**src/rtl/counter_bank_arbiter_if.sv**
```systemverilog
// Request/grant and counter-readout bundle between event sources and the counter bank.
// master drives requests, clears and enable; slave (the bank) returns grants and counter state.
interface counter_bank_arbiter_if #(
  parameter int WIDTH = 4,
  parameter int NCH   = 4
);
  localparam int IDXW = $clog2(NCH);

  logic                  en;
  logic [NCH-1:0]        req;
  logic [NCH-1:0]        clr;
  logic [NCH-1:0]        ack;
  logic                  grant_valid;
  logic [IDXW-1:0]       grant_idx;
  logic [NCH*WIDTH-1:0]  count;
  logic                  cout;
  logic [IDXW-1:0]       cout_idx;

  modport master (
    output en, req, clr,
    input  ack, grant_valid, grant_idx, count, cout, cout_idx
  );

  modport slave (
    input  en, req, clr,
    output ack, grant_valid, grant_idx, count, cout, cout_idx
  );
endinterface

```
**src/rtl/counter_bank_arbiter.sv**
```systemverilog
// Bank of NCH counters sharing one incrementer; a round-robin arbiter picks
// which requesting channel uses the adder each cycle, wraps are reported on cout.
module counter_bank_arbiter #(
  parameter int WIDTH = 4,
  parameter int NCH   = 4
) (
  input  logic                  CLK,
  input  logic                  ASYNCRESETN,
  counter_bank_arbiter_if.slave bus
);
  localparam int IDXW = $clog2(NCH);

  typedef logic [WIDTH-1:0] cnt_t;

  // Shared incrementer: returns {carry, sum} so a wrap from all-ones is visible.
  function automatic logic [WIDTH:0] incr_wrap(input cnt_t v);
    return {1'b0, v} + {{WIDTH{1'b0}}, 1'b1};
  endfunction

  cnt_t            cnt [NCH];
  logic [IDXW-1:0] ptr;
  logic [NCH-1:0]  elig;
  logic [NCH-1:0]  ack;
  logic            gvld;
  logic [IDXW-1:0] gidx;
  logic [IDXW-1:0] cand;
  cnt_t            add_a;
  logic [WIDTH:0]  add_y;
  logic            cout_q;
  logic [IDXW-1:0] cout_idx_q;

  // stage p0: eligibility and circular search starting at ptr
  // Reset is folded in so no grant is shown while the bank is held in reset.
  assign elig = bus.req & ~bus.clr & {NCH{bus.en & ASYNCRESETN}};

  always_comb begin
    ack  = '0;
    gvld = 1'b0;
    gidx = '0;
    cand = '0;
    for (int k = 0; k < NCH; k++) begin
      // NCH is a power of two, so the index add wraps modulo NCH for free.
      cand = ptr + IDXW'(k);
      if (!gvld && elig[cand]) begin
        gvld      = 1'b1;
        gidx      = cand;
        ack[cand] = 1'b1;
      end
    end
  end

  // One adder for the whole bank, fed from the granted channel only.
  assign add_a = cnt[gidx];
  assign add_y = incr_wrap(add_a);

  // stage p1: counter write-back, pointer advance, carry-out register
  always_ff @(posedge CLK or negedge ASYNCRESETN) begin
    if (!ASYNCRESETN) begin
      for (int i = 0; i < NCH; i++) cnt[i] <= '0;
      ptr        <= '0;
      cout_q     <= 1'b0;
      cout_idx_q <= '0;
    end else begin
      for (int i = 0; i < NCH; i++) begin
        if (bus.clr[i])  cnt[i] <= '0;
        else if (ack[i]) cnt[i] <= add_y[WIDTH-1:0];
      end
      if (gvld) ptr <= gidx + IDXW'(1);
      cout_q <= gvld & add_y[WIDTH];
      if (gvld && add_y[WIDTH]) cout_idx_q <= gidx;
    end
  end

  assign bus.ack         = ack;
  assign bus.grant_valid = gvld;
  assign bus.grant_idx   = gidx;
  assign bus.cout        = cout_q;
  assign bus.cout_idx    = cout_idx_q;

  for (genvar i = 0; i < NCH; i++) begin : g_flat
    assign bus.count[i*WIDTH +: WIDTH] = cnt[i];
  end
endmodule

```
**src/flat_wrapper.sv**
```systemverilog
// flat-port wrapper written by rule: the top's interface ports become plain ports
module counter_bank_arbiter_flat 
#(
  parameter int WIDTH = 4,
  parameter int NCH   = 4
)
  (CLK, ASYNCRESETN, bus_en, bus_req, bus_clr, bus_ack, bus_grant_valid, bus_grant_idx, bus_count, bus_cout, bus_cout_idx);
  counter_bank_arbiter_if #(.WIDTH(WIDTH), .NCH(NCH)) bus_i ();
  input  logic CLK;
  input  logic ASYNCRESETN;
  input wire logic [$bits(bus_i.en)-1:0] bus_en;
  input wire logic [$bits(bus_i.req)-1:0] bus_req;
  input wire logic [$bits(bus_i.clr)-1:0] bus_clr;
  output wire logic [$bits(bus_i.ack)-1:0] bus_ack;
  output wire logic [$bits(bus_i.grant_valid)-1:0] bus_grant_valid;
  output wire logic [$bits(bus_i.grant_idx)-1:0] bus_grant_idx;
  output wire logic [$bits(bus_i.count)-1:0] bus_count;
  output wire logic [$bits(bus_i.cout)-1:0] bus_cout;
  output wire logic [$bits(bus_i.cout_idx)-1:0] bus_cout_idx;
  assign bus_i.en = bus_en;
  assign bus_i.req = bus_req;
  assign bus_i.clr = bus_clr;
  assign bus_ack = bus_i.ack;
  assign bus_grant_valid = bus_i.grant_valid;
  assign bus_grant_idx = bus_i.grant_idx;
  assign bus_count = bus_i.count;
  assign bus_cout = bus_i.cout;
  assign bus_cout_idx = bus_i.cout_idx;
  counter_bank_arbiter #(.WIDTH(WIDTH), .NCH(NCH)) u_core (.CLK(CLK), .ASYNCRESETN(ASYNCRESETN), .bus(bus_i));
endmodule
```
**config.mk**
```make
export PLATFORM = sky130hd
export DESIGN_NAME = counter_bank_arbiter_flat
export DESIGN_NICKNAME = d
export VERILOG_FILES = /design/src/rtl/counter_bank_arbiter_if.sv /design/src/rtl/counter_bank_arbiter.sv /design/src/flat_wrapper.sv
export SDC_FILE = /design/constraint.sdc
export NUM_CORES = 1
export LEC_CHECK = 0
export CORE_MARGIN = 1
export CORE_UTILIZATION = 44
export DETAILED_ROUTE_END_ITERATION = 16
export PLACE_DENSITY = 0.77
export REMOVE_ABC_BUFFERS = 1
export SYNTH_ARGS = -nofsm -noshare
export SYNTH_HDL_FRONTEND = slang
export SYNTH_SLANG_ARGS = --single-unit
```
**constraint.sdc**
```tcl
create_clock -name CLK -period 3.9 [get_ports CLK]
set_input_delay 0.78 -clock CLK [delete_from_list [all_inputs] [get_ports CLK]]
set_output_delay 0.78 -clock CLK [all_outputs]
set_load 0.005 [all_outputs]
```
==> results.toml, run 1 <==
[placed_design]
io_buffers = 36
pre_cts_ws_ns = -0.359
hpwl_mm = 3.30
finalWeightedCongestion = 0.863
post_dp_cell_area_um2 = 2060

[worst_setup_path]
reg2reg_from = "u_core.ptr[1]"
critPathKind = "input pin to flop"
crit_arrival_ns = 4.02
required_ns = 4.11
cp-startpoint = "bus_req[2]"
startpoint_type = "input pin"
end_kind = "flop"
path_max_fanout = 5

[yosys]
synth_cell_types = 36
syn_area_um2 = 1470
synth_edf_count = 0
syn_inst = 144
syn_area_per_cell_um2 = 10.2
ys.flop_type = "dfrtp_1"
yosysTopAreaCellShare = 0.358
ys_warn_count = 0
yosys.area.top_type = "dfrtp_1"
seq_area_frac_synth = 0.358
async_flop_share = 1.00
netlist_top_cells_area = "dfrtp_1 (36%), mux2i_1 (9.5%), mux4_2 (7.7%)"
ys_seq_elements = 21

[cells_and_area]
num_antenna_cells = 0
nets = 226
syn2layout_area_growth_pct = 44.3
drive_gt1_frac = 0.234
final_area_um2 = 2120

[power_and_ir_drop]
p_clk_frac = 0.097
switching_share = 0.409
pwr-share-comb = 0.648
p_int_uw = 656
ir_worst_vdd_mv = 0.310
leakage_nw = 1.00
netSwitchingPower_uw = 454
powerDensity_nw_per_um2 = 524
seqPwrFrac = 0.254

[sta]
worstMarginPinSlew_ns = 0.551
relSlewSlack = 0.629
timing.fmax_ghz = 0.263
drv_slew = 0
min_period_ns = 3.81
period_share = 0.976
tns_ns = 0
finalHoldViolCount = 0
setup_viol = 0
skew_ns = 0.00258
fin_ws_ns = 0.0925

[floorplan]
die_h_um = 59.8
die_x_um = 59.8
start_util = 0.473
design.core.area_um2 = 3100
ioPinCount = 37
rows = 20
die_area_um2 = 3570

[clock_network]
htreeDepth = 1
clkSlewWorstSetupHoldPaths_ns = 0.12
ctsHoldBuffers = 0
cts_tree = "done"
cts_buffers = 3
clock_sinks = 21
cts_buffer_depth = 2
clockRootBuffer = "clkbuf_4"
worstSkewPairLatency_ns = 0.31

[route]
wire_per_inst_um = 16.9
routed_wirelength_mm = 4.27
viasPerCell = 5.64
drc = 0
via_count = 1426
firstDrtPassIters = 4
final_antenna_net_count = 0
drt_first_iter_violations = 71

[run_status]
status = "finished, final reports clean"

[hold_path]
hp-start = "u_core.bus.cout_idx[1]"
hold_path_class = "flop to flop"

[global_route]
grt_use_total = 0.253
grt_pass1_wl_mm = 6.62
antenna_found_initial = 0
grt_pass1_vias = 1380
grt_max_degree = 23
overflow = 0

[flow_run]
maxCapViolations = 0
-- cells by family after synthesis --
| logic type | after synthesis | synth area share |
|---|---|---|
| fa+ha+maj | 5 | 0.0426 |
| compound gates | 31 | 0.152 |
| simple gates | 49 | 0.181 |
| mux | 23 | 0.216 |
| buf+inv | 13 | 0.0392 |
| flops | 21 | 0.358 |
| xor+xnor | 2 | 0.0119 |
-- cell usage in the layout, fill, tap and decap left out, types with 2 or more instances in the layout --
cell type,Yosys,routed
a211oi_1,5,5
a21oi_1,2,2
a311oi_1,4,4
and4b_1,2,2
buf_4,0,26
buf_6,1,2
clkbuf_4,0,3
clkdlybuf4s50_1,0,26
dfrtp_1,21,21
dlygate4sd2_1,0,8
dlymetal6s2s_1,0,2
ha_1,5,4
inv_1,10,10
mux2_4,2,3
mux2i_1,14,14
mux4_2,5,5
nand2_1,12,12
nand4b_1,2,2
nor2_1,22,22
nor3_1,2,2
o21ai_0,7,7
o221ai_1,4,4
o22ai_1,5,5
-- cell usage after synthesis, types with 2 or more instances --
cell / number
a311oi_1: 4
mux4_2: 5
nand2_1: 12
o22ai_1: 5
nand4b_2: 2
mux2_4: 2
nor3_1: 2
o21ai_0: 7
a211oi_1: 5
nand4b_1: 2
a21oi_1: 2
nor2_1: 22
inv_1: 10
mux2i_1: 14
o221ai_1: 4
dfrtp_1: 21
and4b_1: 2
ha_1: 5
-- final timing paths --
kind | slack, ns | cells after the start | end
setup / recovery | 0.09 | 14 | u_core.bus.cout_idx[0]
hold / removal | 0.53 | 1 | u_core.bus.cout_idx[1]
setup reg to reg | 0.27 | 14 | u_core.bus.cout_idx[0]
hold reg to reg | 0.53 | 1 | u_core.bus.cout_idx[1]
max in group asynchronous | 2.92 | 2 | u_core.bus.count[3]
min in group asynchronous | 0.76 | 2 | u_core.bus.count[1]
-- repair_timing --
item	4_1_cts	5_1_grt
gates resized for setup	9	6
setup endpoints to repair	9	8
buffers inserted	1	1
pin swaps	1	1
-- flip-flops by register name (all words and copies together), names as in the netlist --
| signal | flops |
|---|---|
| u_core.bus.count | 16 |
| u_core.bus.cout | 1 |
| u_core.ptr | 2 |
| u_core.bus.cout_idx | 2 |
-- power by group through the flow --
stage | clock network (mW) | logic [mW] | registers [mW]
2_1_floorplan | 0 | 0.383 | 0.294
3_3_place_gp | 0 | 0.663 | 0.283
3_5_place_dp | 0 | 0.691 | 0.285
4_1_cts | 0.108 | 0.696 | 0.280
5_1_grt | 0.114 | 0.775 | 0.286
6_report | 0.108 | 0.720 | 0.282
-- worst max-delay path: stages --
cell	delay (ns)
clkdlybuf4s50_1	0.48
nand4b_2	0.12
mux4_2	0.49
nor2b_4	0.15
a211oi_4	0.28
mux2i_4	0.29
buf_6	0.14
buf_4	0.10
mux2i_1	0.08
mux2_4	0.29
inv_1	0.08
ha_2	0.19
and4_4	0.23
mux2_4	0.30
-- layout make-up --
| type | count | area (um2) |
|---|---|---|
| Clock inverter | 1 | 5.00 |
| Timing Repair Buffer | 64 | 573 |
| Fill cell | 258 | 985 |
| Multi-Input combinational cell | 110 | 900 |
| Inverter | 10 | 37.5 |
| Sequential cell | 21 | 526 |
| Tap cell | 44 | 55.1 |
| Clock buffer | 3 | 22.5 |
-- per-layer routing --
layer,track usage,vias to the layer above,part of all wire,wire length [um]
met4,0.0631,0,0.026,112
met1,0.343,700,0.42,1810
met5,0,-,0,0
met3,0.0325,11,0.060,258
met2,0.429,50,0.49,2090
li1,-,665,-,-
-- metrics by stage --
step,instances,util,hold slack (ns),total power [mW]
after global placement,247,0.663,0.499,0.946
after CTS,252,0.673,0.536,1.09
after floorplan,141,-,0.484,0.677
final,253,0.683,0.534,1.11
after detailed placement,247,0.663,0.510,0.975
after global routing,253,0.683,0.543,1.18
No activity file was read; power rests on OpenSTA's default activity.
==> inputs of run 2 (changes only) <==
- CTS_CLUSTER_SIZE: unset -> 12
- PLACE_DENSITY: 0.77 -> unset
- PLACE_DENSITY_LB_ADDON: unset -> 0.15
==> run 2 against run 1 <==
Register-to-register slack about the same; worst setup slack worse by 0.0089 ns; sequential power hardly changed; utilization increased by 3.0 points; total power is 5.0% higher; clock skew grew 0.013 ns; clock power rose by 6%; critical path depth increased by 1; via count up 2.5%; die area unchanged; count of clock-buffer cells in the layout is the same.
==> results.toml, run 2 (synthesized netlist as in run 1, its figures left out) <==
[power_and_ir_drop]
total_power_mw = 1.17
ir_worst_vdd_mv = 0.240
leakage_nw = 1.04
powerDensity_nw_per_um2 = 527

[worst_setup_path]
cpPeakStageDelay_ns = 0.52
path_max_fanout = 7
end_kind = "flop"
reg2reg_from = "u_core.ptr[1]"
reg2reg_depth = 15
startpoint_type = "input pin"
crit_chain = "clkdlybuf4s50_1 > nand4b_2 > buf_4 > mux4_2 > nor2b_4 > a211oi_4 > mux2i_4 > buf_6 > buf_4 > mux2i_1 > mux2_4 > inv_1 > ha_2 > and4_4 > mux2_4"
required_ns = 4.11
critPathKind = "input pin to flop"
reg2reg_slack_ns = 0.26
crit_arrival_ns = 4.03
slowest_stage = "clkdlybuf4s50_1"
r2r-end = "u_core.bus.cout_idx[0]"
cp-startpoint = "bus_req[1]"

[clock_network]
cts_buffer_depth = 2
htreeDepth = 1
clockRootBuffer = "clkbuf_4"
worstSkewPairLatency_ns = 0.33
clkSlewWorstSetupHoldPaths_ns = 0.12
cts_buffers = 3
cts_tree = "done"
clock_sinks = 21

[floorplan]
start_util = 0.473
die_area_um2 = 3570
rows = 20
die_h_um = 59.8
ioPinCount = 37
design.core.area_um2 = 3100
die_x_um = 59.8

[sta]
drv_slew = 0
whs_ns = 0.541
timing.fmax_ghz = 0.262
worstMarginPinSlew_ns = 0.427
relSlewSlack = 0.713
period_share = 0.979
fin_ws_ns = 0.0837
skew_ns = 0.0152
min_period_ns = 3.82
setup_viol = 0
finalHoldViolCount = 0

[placed_design]
finalWeightedCongestion = 0.861
hpwl_mm = 3.23
pre_cts_ws_ns = -0.380
io_buffers = 36
dp_cells = 253

[cells_and_area]
largest_reg_flops = 16
final_cell_mix = "buf_4 (33), clkdlybuf4s50_1 (28), nor2_1 (22)"
nets = 234
final_cell_count_no_fill = 261
finalCoreUtilization = 0.713
num-fill-cells = 238
num_antenna_cells = 0
mostFrequentLayoutCell = "buf_4"
drive_gt1_frac = 0.281
syn2layout_area_growth_pct = 50.7

[hold_path]
holdPathStages = 1
hp-start = "u_core.bus.cout_idx[0]"
holdPathEnd = "u_core.bus.cout_idx[0]"
hold_path_class = "flop to flop"

[route]
drc = 0
final_antenna_net_count = 0
firstDrtPassIters = 4
via_count = 1461
wire_per_inst_um = 16.3
viasPerCell = 5.60
routed_wirelength_mm = 4.26
drt_first_iter_violations = 86

[global_route]
grt_max_degree = 17
grt_use_total = 0.259
grt_pass1_vias = 1415
grt_pass1_wl_mm = 6.85
antenna_found_initial = 0
overflow = 0

[run_status]
status = "finished, final reports clean"

[flow_run]
maxCapViolations = 0
[run 2: changes by cell type in the layout (fill, tap and decap cells not counted), moves of 2 or more]
| cell | change |
|---|---|
| clkdlybuf4s50_1 | +2 |
| dlygate4sd2_1 | -2 |
| buf_4 | +7 |
| a311oi_1 | -3 |
| a311oi_2 | +3 |
[run 2: layout make-up]
type                    instances  area, um2  area share
repair buffers                 72        639       0.289
multi-input cells             110        925       0.418
well taps                      44       55.1      0.0249
clock inverters                 1       7.51     0.00339
flip-flops and latches         21        526       0.238
inverters                      10       37.5      0.0170
clock buffers                   3       22.5      0.0102
[run 2: critical path: cells and delay by family]
kind / cells / cell delay, ns
compound gates: 1 / 0.05
fa+ha+maj: 1 / 0.19
buf+inv: 5 / 1.07
mux: 5 / 1.40
simple gates: 3 / 0.54
[run 2: routing by layer]
layer | track usage | share of wire | vias to the layer above
li1 | - | - | 682
met1 | 0.380 | 0.46 | 723
met3 | 0.0260 | 0.046 | 6
met4 | 0.0432 | 0.014 | 0
met2 | 0.419 | 0.48 | 50
met5 | 0 | 0 | -
[run 2: metrics by stage]
stage          area (um2)  TNS, ns
6_report             2210        0
5_1_grt              2210  -0.0499
2_1_floorplan        1450        0
4_1_cts              2140   -0.135
3_5_place_dp         2100    -4.71
3_3_place_gp         2100    -3.05
[run 2: what timing repair did]
| item | 4_1_cts | 5_1_grt |
|---|---|---|
| setup buffers | 1 | 3 |
| hold buffers | 0 | 0 |
| resized for setup | 8 | 11 |
| pin swaps | 0 | 3 |
| setup endpoints to repair | 8 | 12 |
[run 2: how the worst max path moves through the flow]
| stage | end | slack, ns | cells after the start |
|---|---|---|---|
| floorplan | u_core.bus.cout_idx[0] | 0.07 | 9 |
| global placement | u_core.bus.cout_idx[0] | -0.23 | 13 |
| detailed placement | u_core.bus.count[15] | -0.38 | 12 |
| CTS | bus_grant_idx[0] | -0.13 | 10 |
| global route | u_core.bus.cout_idx[0] | -0.03 | 15 |
| finish | u_core.bus.cout_idx[0] | 0.08 | 15 |
[run 2: power by group]
part,internal (mW),total [mW],switching (mW),leakage [nW]
sequential,0.251,0.283,0.0325,0.286
clock,0.0393,0.115,0.0757,0.0139
combinational,0.400,0.767,0.368,0.739
==> RTL edit 1 (flow settings as in run 1) <==
`NCH` is set to 4 in 3 places; all go to 8.
--- a/src/rtl/counter_bank_arbiter_if.sv
+++ b/src/rtl/counter_bank_arbiter_if.sv
@@ -2,7 +2,7 @@
 // master drives requests, clears and enable; slave (the bank) returns grants and counter state.
 interface counter_bank_arbiter_if #(
   parameter int WIDTH = 4,
-  parameter int NCH   = 4
+  parameter int NCH   = 8
 );
   localparam int IDXW = $clog2(NCH);
 
--- a/src/rtl/counter_bank_arbiter.sv
+++ b/src/rtl/counter_bank_arbiter.sv
@@ -2,7 +2,7 @@
 // which requesting channel uses the adder each cycle, wraps are reported on cout.
 module counter_bank_arbiter #(
   parameter int WIDTH = 4,
-  parameter int NCH   = 4
+  parameter int NCH   = 8
 ) (
   input  logic                  CLK,
   input  logic                  ASYNCRESETN,
--- a/src/flat_wrapper.sv
+++ b/src/flat_wrapper.sv
@@ -2,7 +2,7 @@
 module counter_bank_arbiter_flat 
 #(
   parameter int WIDTH = 4,
-  parameter int NCH   = 4
+  parameter int NCH   = 8
 )
   (CLK, ASYNCRESETN, bus_en, bus_req, bus_clr, bus_ack, bus_grant_valid, bus_grant_idx, bus_count, bus_cout, bus_cout_idx);
   counter_bank_arbiter_if #(.WIDTH(WIDTH), .NCH(NCH)) bus_i ();
Interface: changed (6 resized); port bits go from 37 to 67. No check against the original RTL was run, so the function may have changed too.
==> RTL edit 1 against run 1 <==
The flow now finishes with violations (negative setup slack). Utilization grew 14 points. Non-clock buffer count increased by 175. Count of clock-buffer cells in the layout grew 3. Final area rose to 3.0 times the old value. Synthesized area rose by 140%. First-iteration DRC count increased to 8.5 times the old value. Register-to-register slack got worse by 0.93 ns. Hold slack worse by 0.0073 ns. Total power grew to 4.6 times the old value. Wire length increased to 4.8 times the old value. Sequential cell count up 18. Clock power grew to 3.9 times the old value. Setup slack worse by 0.81 ns. Critical endpoint is now u_core.bus.count[6]. Largest cell class unchanged. Highest routed layer unchanged.
==> RTL edit 1: results (changes against run 1) <==
[run_status]
status = finished with violations
violations = negative setup slack

[detailed_routing]
drt_wl_total_um = 20400  ; +380%
drtIter0Drc = 606  ; +750%
wire_per_inst_um = 28.7  ; +70%
vias_per_cell = 6.98  ; +24%

[pwr]
pwr-share-comb = 0.815  ; +0.167
switching_power_w = 0.00228  ; +400%
p_leak_nw = 2.87  ; +190%
peakVddDrop_uv = 429  ; +38%
switching_share = 0.451  ; +0.0426
powerClk_w = 0.000417  ; +290%

[placement]
place_ws_ns = -1.31  ; -0.951 ns
hpwl_um = 9740  ; +200%
numPortBuffers = 66  ; +83%

[sta]
tightest_slew_ns = 0.598  ; +0.0473 ns
setup_violations = 47  ; +47
hold-worst-slack_ns = 0.527  ; -0.00733 ns
clock_skew_ns = 0.0111  ; +0.00857 ns
final.setup.worst_slack_ns = -0.722  ; -0.814 ns

[clocking]
cts.htree.levels = 2  ; +1
clkTransAtPathRegs_ns = 0.08  ; -0.04 ns
cts-resized-gates = 157  ; +148
cts_setup_buffers = 52  ; +51

[layout]
buffer_area_frac = 0.335  ; +0.0642
nNonClkInverters = 24  ; +14
n_all_buffers = 239  ; +270%
final_core_util = 0.827  ; +0.145
largest_reg_flops = 32  ; +16
clkbuf_count = 6  ; +3
clock_area_frac = 0.0205  ; +0.00754
insertedDiodeCount = 1  ; +1
drive_above_1_share = 0.530  ; +0.295
seq_area_frac = 0.151  ; -0.0970
multi_input_cells = 298  ; +170%
multi_input_area_share = 0.459  ; +0.0340
seq_cells = 39  ; +86%
register_area_um2 = 976  ; +86%

[setup_path]
reg2reg_depth = 17  ; +3
crit_family = buffers and inverters
crit_arrival_ns = 4.81  ; +0.79 ns
worstSetupStartpoint = bus_en
r2r_slack_ns = -0.66  ; -0.93 ns
cp-endpoint = u_core.bus.count[6]

[global_routing]
antenna_found_initial = 2  ; +2
grt_pass1_wl_um = 24500  ; +270%
groute.usage.overall = 0.377  ; +0.124
grt_pass1_vias = 4505  ; +230%

[synth]
synthTopCellsByArea = dfrtp_1 27%, mux2i_1 15%, mux4_2 5.7%
synthTopCellsByCount = 54 x mux2i_1, 39 x dfrtp_1, 32 x nand2_1
synth_compound_area_frac = 0.169  ; +0.0175
synthAdderAreaFrac = 0.0279  ; -0.0147

[min_path]
min_to = u_core.bus.cout_idx[2]
hold_start = u_core.bus.cout_idx[2]

==> RTL edit 1: changes by cell type in the layout (fill, tap and decap cells not counted), moves of 8 or more <==
cell	before	now
dlygate4sd2_1	8	0
mux2i_4	1	9
buf_2	0	9
clkbuf_2	0	13
mux2i_1	14	36
buf_6	2	52
nand4_1	0	10
a21oi_2	0	8
buf_4	26	115
mux2i_2	0	9
nand3b_1	0	10
clkdlybuf4s50_1	26	36
nand2_1	12	24
dfrtp_1	21	39
==> RTL edit 1: routing by layer <==
layer | vias up | part of all wire | GRT usage
met3 | 237 | 0.13 | 0.0663
li1 | 1896 | - | -
met4 | 0 | 0.11 | 0.233
met2 | 534 | 0.44 | 0.649
met5 | - | 0 | 0
met1 | 2293 | 0.32 | 0.434
==> RTL edit 1: cell families after synthesis <==
kind of cell / after synthesis
AND/OR/NAND/NOR: 133
XOR/XNOR: 5
buffers and inverters: 46
flip-flops: 39
multiplexers: 73
adder cells (fa/ha/maj): 8
AO/OA/AOI/OAI: 79
==> RTL edit 2 (settings of run 1) <==
Without the edit above. Make the reset (`ASYNCRESETN`) synchronous in one clocked block.
--- a/src/rtl/counter_bank_arbiter.sv
+++ b/src/rtl/counter_bank_arbiter.sv
@@ -54,7 +54,7 @@
   assign add_y = incr_wrap(add_a);
 
   // stage p1: counter write-back, pointer advance, carry-out register
-  always_ff @(posedge CLK or negedge ASYNCRESETN) begin
+  always_ff @(posedge CLK) begin
     if (!ASYNCRESETN) begin
       for (int i = 0; i < NCH; i++) cnt[i] <= '0;
       ptr        <= '0;
Function: differs if ASYNCRESETN is asserted again (counterexample within 4 cycles, from zero or initial values and one cycle with ASYNCRESETN low); with ASYNCRESETN held inactive, the same outputs for 10 cycles.
==> RTL edit 2 against run 1 <==
The flow now finishes with violations (negative setup slack). Setup slack got worse by 0.11 ns. Synthesized cell count rose by 4.9%. Wire length rose by 9.8%. Via count rose by 11%. Synthesized area rose by 6.3%. Final area rose by 11%. Maximum frequency fell by 2.8%. Register-to-register slack improved by 0.12 ns. Sequential share of layout area fell by 0.22 points. Sequential cell count did not move. Non-clock buffer count rose by 15. Largest cell class unchanged.
Power is not compared: it rests on default switching activity, and its combinational part moved more than twofold at a synthesized area within 25%.
==> RTL edit 2: results (changes against run 1) <==
[setup_path]
reg2reg_depth = 11  ; -3
worstSetupStartpoint = bus_req[1]
worstReg2RegStart = u_core.ptr[0]
crit_arrival_ns = 3.14  ; -0.88 ns
timing.rr.end = u_core.cnt[2][2]

[detailed_routing]
wire_per_inst_um = 17.0  ; +0.67%
vias = 1579  ; +11%
drtIter0Drc = 86  ; +21%

[placement]
place_congestion = 0.915  ; +6.0%
placedCellCount = 265  ; +7.3%
hpwl_um = 3630  ; +10%

[global_routing]
grt_pass1_wl_um = 7040  ; +6.3%
groute.usage.overall = 0.257  ; +0.00406
grt_pass1_vias = 1521  ; +10%

[run_status]
status = finished with violations
violations = negative setup slack

[synth]
synthArstFlopShare = 0  ; -1.00
seq_area_frac_synth = 0.372  ; +0.0140
synth_ff_type = edfxtp_1
synth_area_per_cell_um2 = 10.3  ; +1.4%
ys_types = 46  ; +28%
synthTopCellsByCount = 23 x nor2_1, 16 x edfxtp_1, 10 x inv_1
synthTopCellsByArea = edfxtp_1 31%, ha_1 7.2%, dfxtp_1 6.4%
synth_edf_count = 16  ; +16

[sta]
setup_violations = 1  ; +1
clock_skew_ns = 0.00670  ; +0.00412 ns
final.setup.worst_slack_ns = -0.0179  ; -0.110 ns
maxSlewHeadroom = 0.754  ; +0.125

[min_path]
hold_start = u_core.bus.cout_idx[1]
min_to = u_core.bus.cout_idx[1]

[clocking]
cts.path.max_buffers = 2  ; unchanged
root_buffer = clkbuf_4

[layout]
nets = 251  ; +11%
drive_above_1_share = 0.313  ; +0.0786
fillers = 264  ; +2.3%
fin_cells = 276  ; +9.1%

-- RTL edit 2: metrics by stage --
step                      hold WS, ns  power, W  utilization  setup TNS, ns
after global placement          0.447  0.000509        0.657          -3.00
after global routing            0.501  0.000680        0.702         -0.182
after floorplan                 0.451  0.000385            -              0
after CTS                       0.477  0.000633        0.677        -0.0388
final                           0.475  0.000649        0.702        -0.0179
after detailed placement        0.460  0.000521        0.657          -4.91
-- RTL edit 2: how the worst max path moves through the flow --
stage / endpoint / slack [ns] / cells after the start
after global placement: u_core.cnt[3][2] / -0.23 / 10
after global routing: bus_grant_idx[1] / -0.1 / 8
after detailed placement: u_core.cnt[1][2] / -0.35 / 10
after floorplan: u_core.cnt[0][2] / 0.19 / 9
final: bus_ack[3] / -0.02 / 8
after CTS: bus_ack[3] / -0.04 / 10
-- RTL edit 2: per-layer routing --
layer  up-vias  GRT usage  wire [µm]  part of all wire
met5         -          0          0                 0
met4         0     0.0413         36            0.0077
met3         6     0.0546        305             0.065
met2        64      0.469       2490              0.53
met1       775      0.317       1870              0.40
li1        734          -          -                 -
-- RTL edit 2: critical path, delay by kind of cell --
kind	cells	cell delay, ns
buf+inv	5	1.30
compound gates	1	0.34
mux	1	0.50
simple gates	1	0.23
-- RTL edit 2: cell families after synthesis --
family	Yosys count	synth area share
mux	11	0.121
xor+xnor	4	0.0225
fa+ha+maj	9	0.0722
simple gates	63	0.224
buf+inv	15	0.0505
flops	21	0.372
compound gates	28	0.138
-- RTL edit 2: cell type report --
class | instances | area [µm²] | area share
timing repair buffer | 79 | 691 | 0.293
multi-input combinational | 115 | 961 | 0.407
clock buffer | 3 | 22.5 | 0.00954
inverter | 11 | 41.3 | 0.0175
tap | 46 | 57.6 | 0.0244
clock inverter | 1 | 7.51 | 0.00318
sequential | 21 | 581 | 0.246
-- RTL edit 2: timing repair --
item                       CTS  global route
gates cloned                 0             0
hold buffers                 0             0
gates resized for setup     14            12
pin swaps                    3             6
setup buffers                2             5
setup endpoints to repair   10             5
-- RTL edit 2: power by group through the flow --
stage | clock network [W] | registers [W] | logic, W
floorplan | 0 | 0.000276 | 0.000108
CTS | 0.000112 | 0.000268 | 0.000253
finish | 0.000112 | 0.000268 | 0.000269
detailed placement | 0 | 0.000273 | 0.000248
global route | 0.000120 | 0.000270 | 0.000290
global placement | 0 | 0.000272 | 0.000237
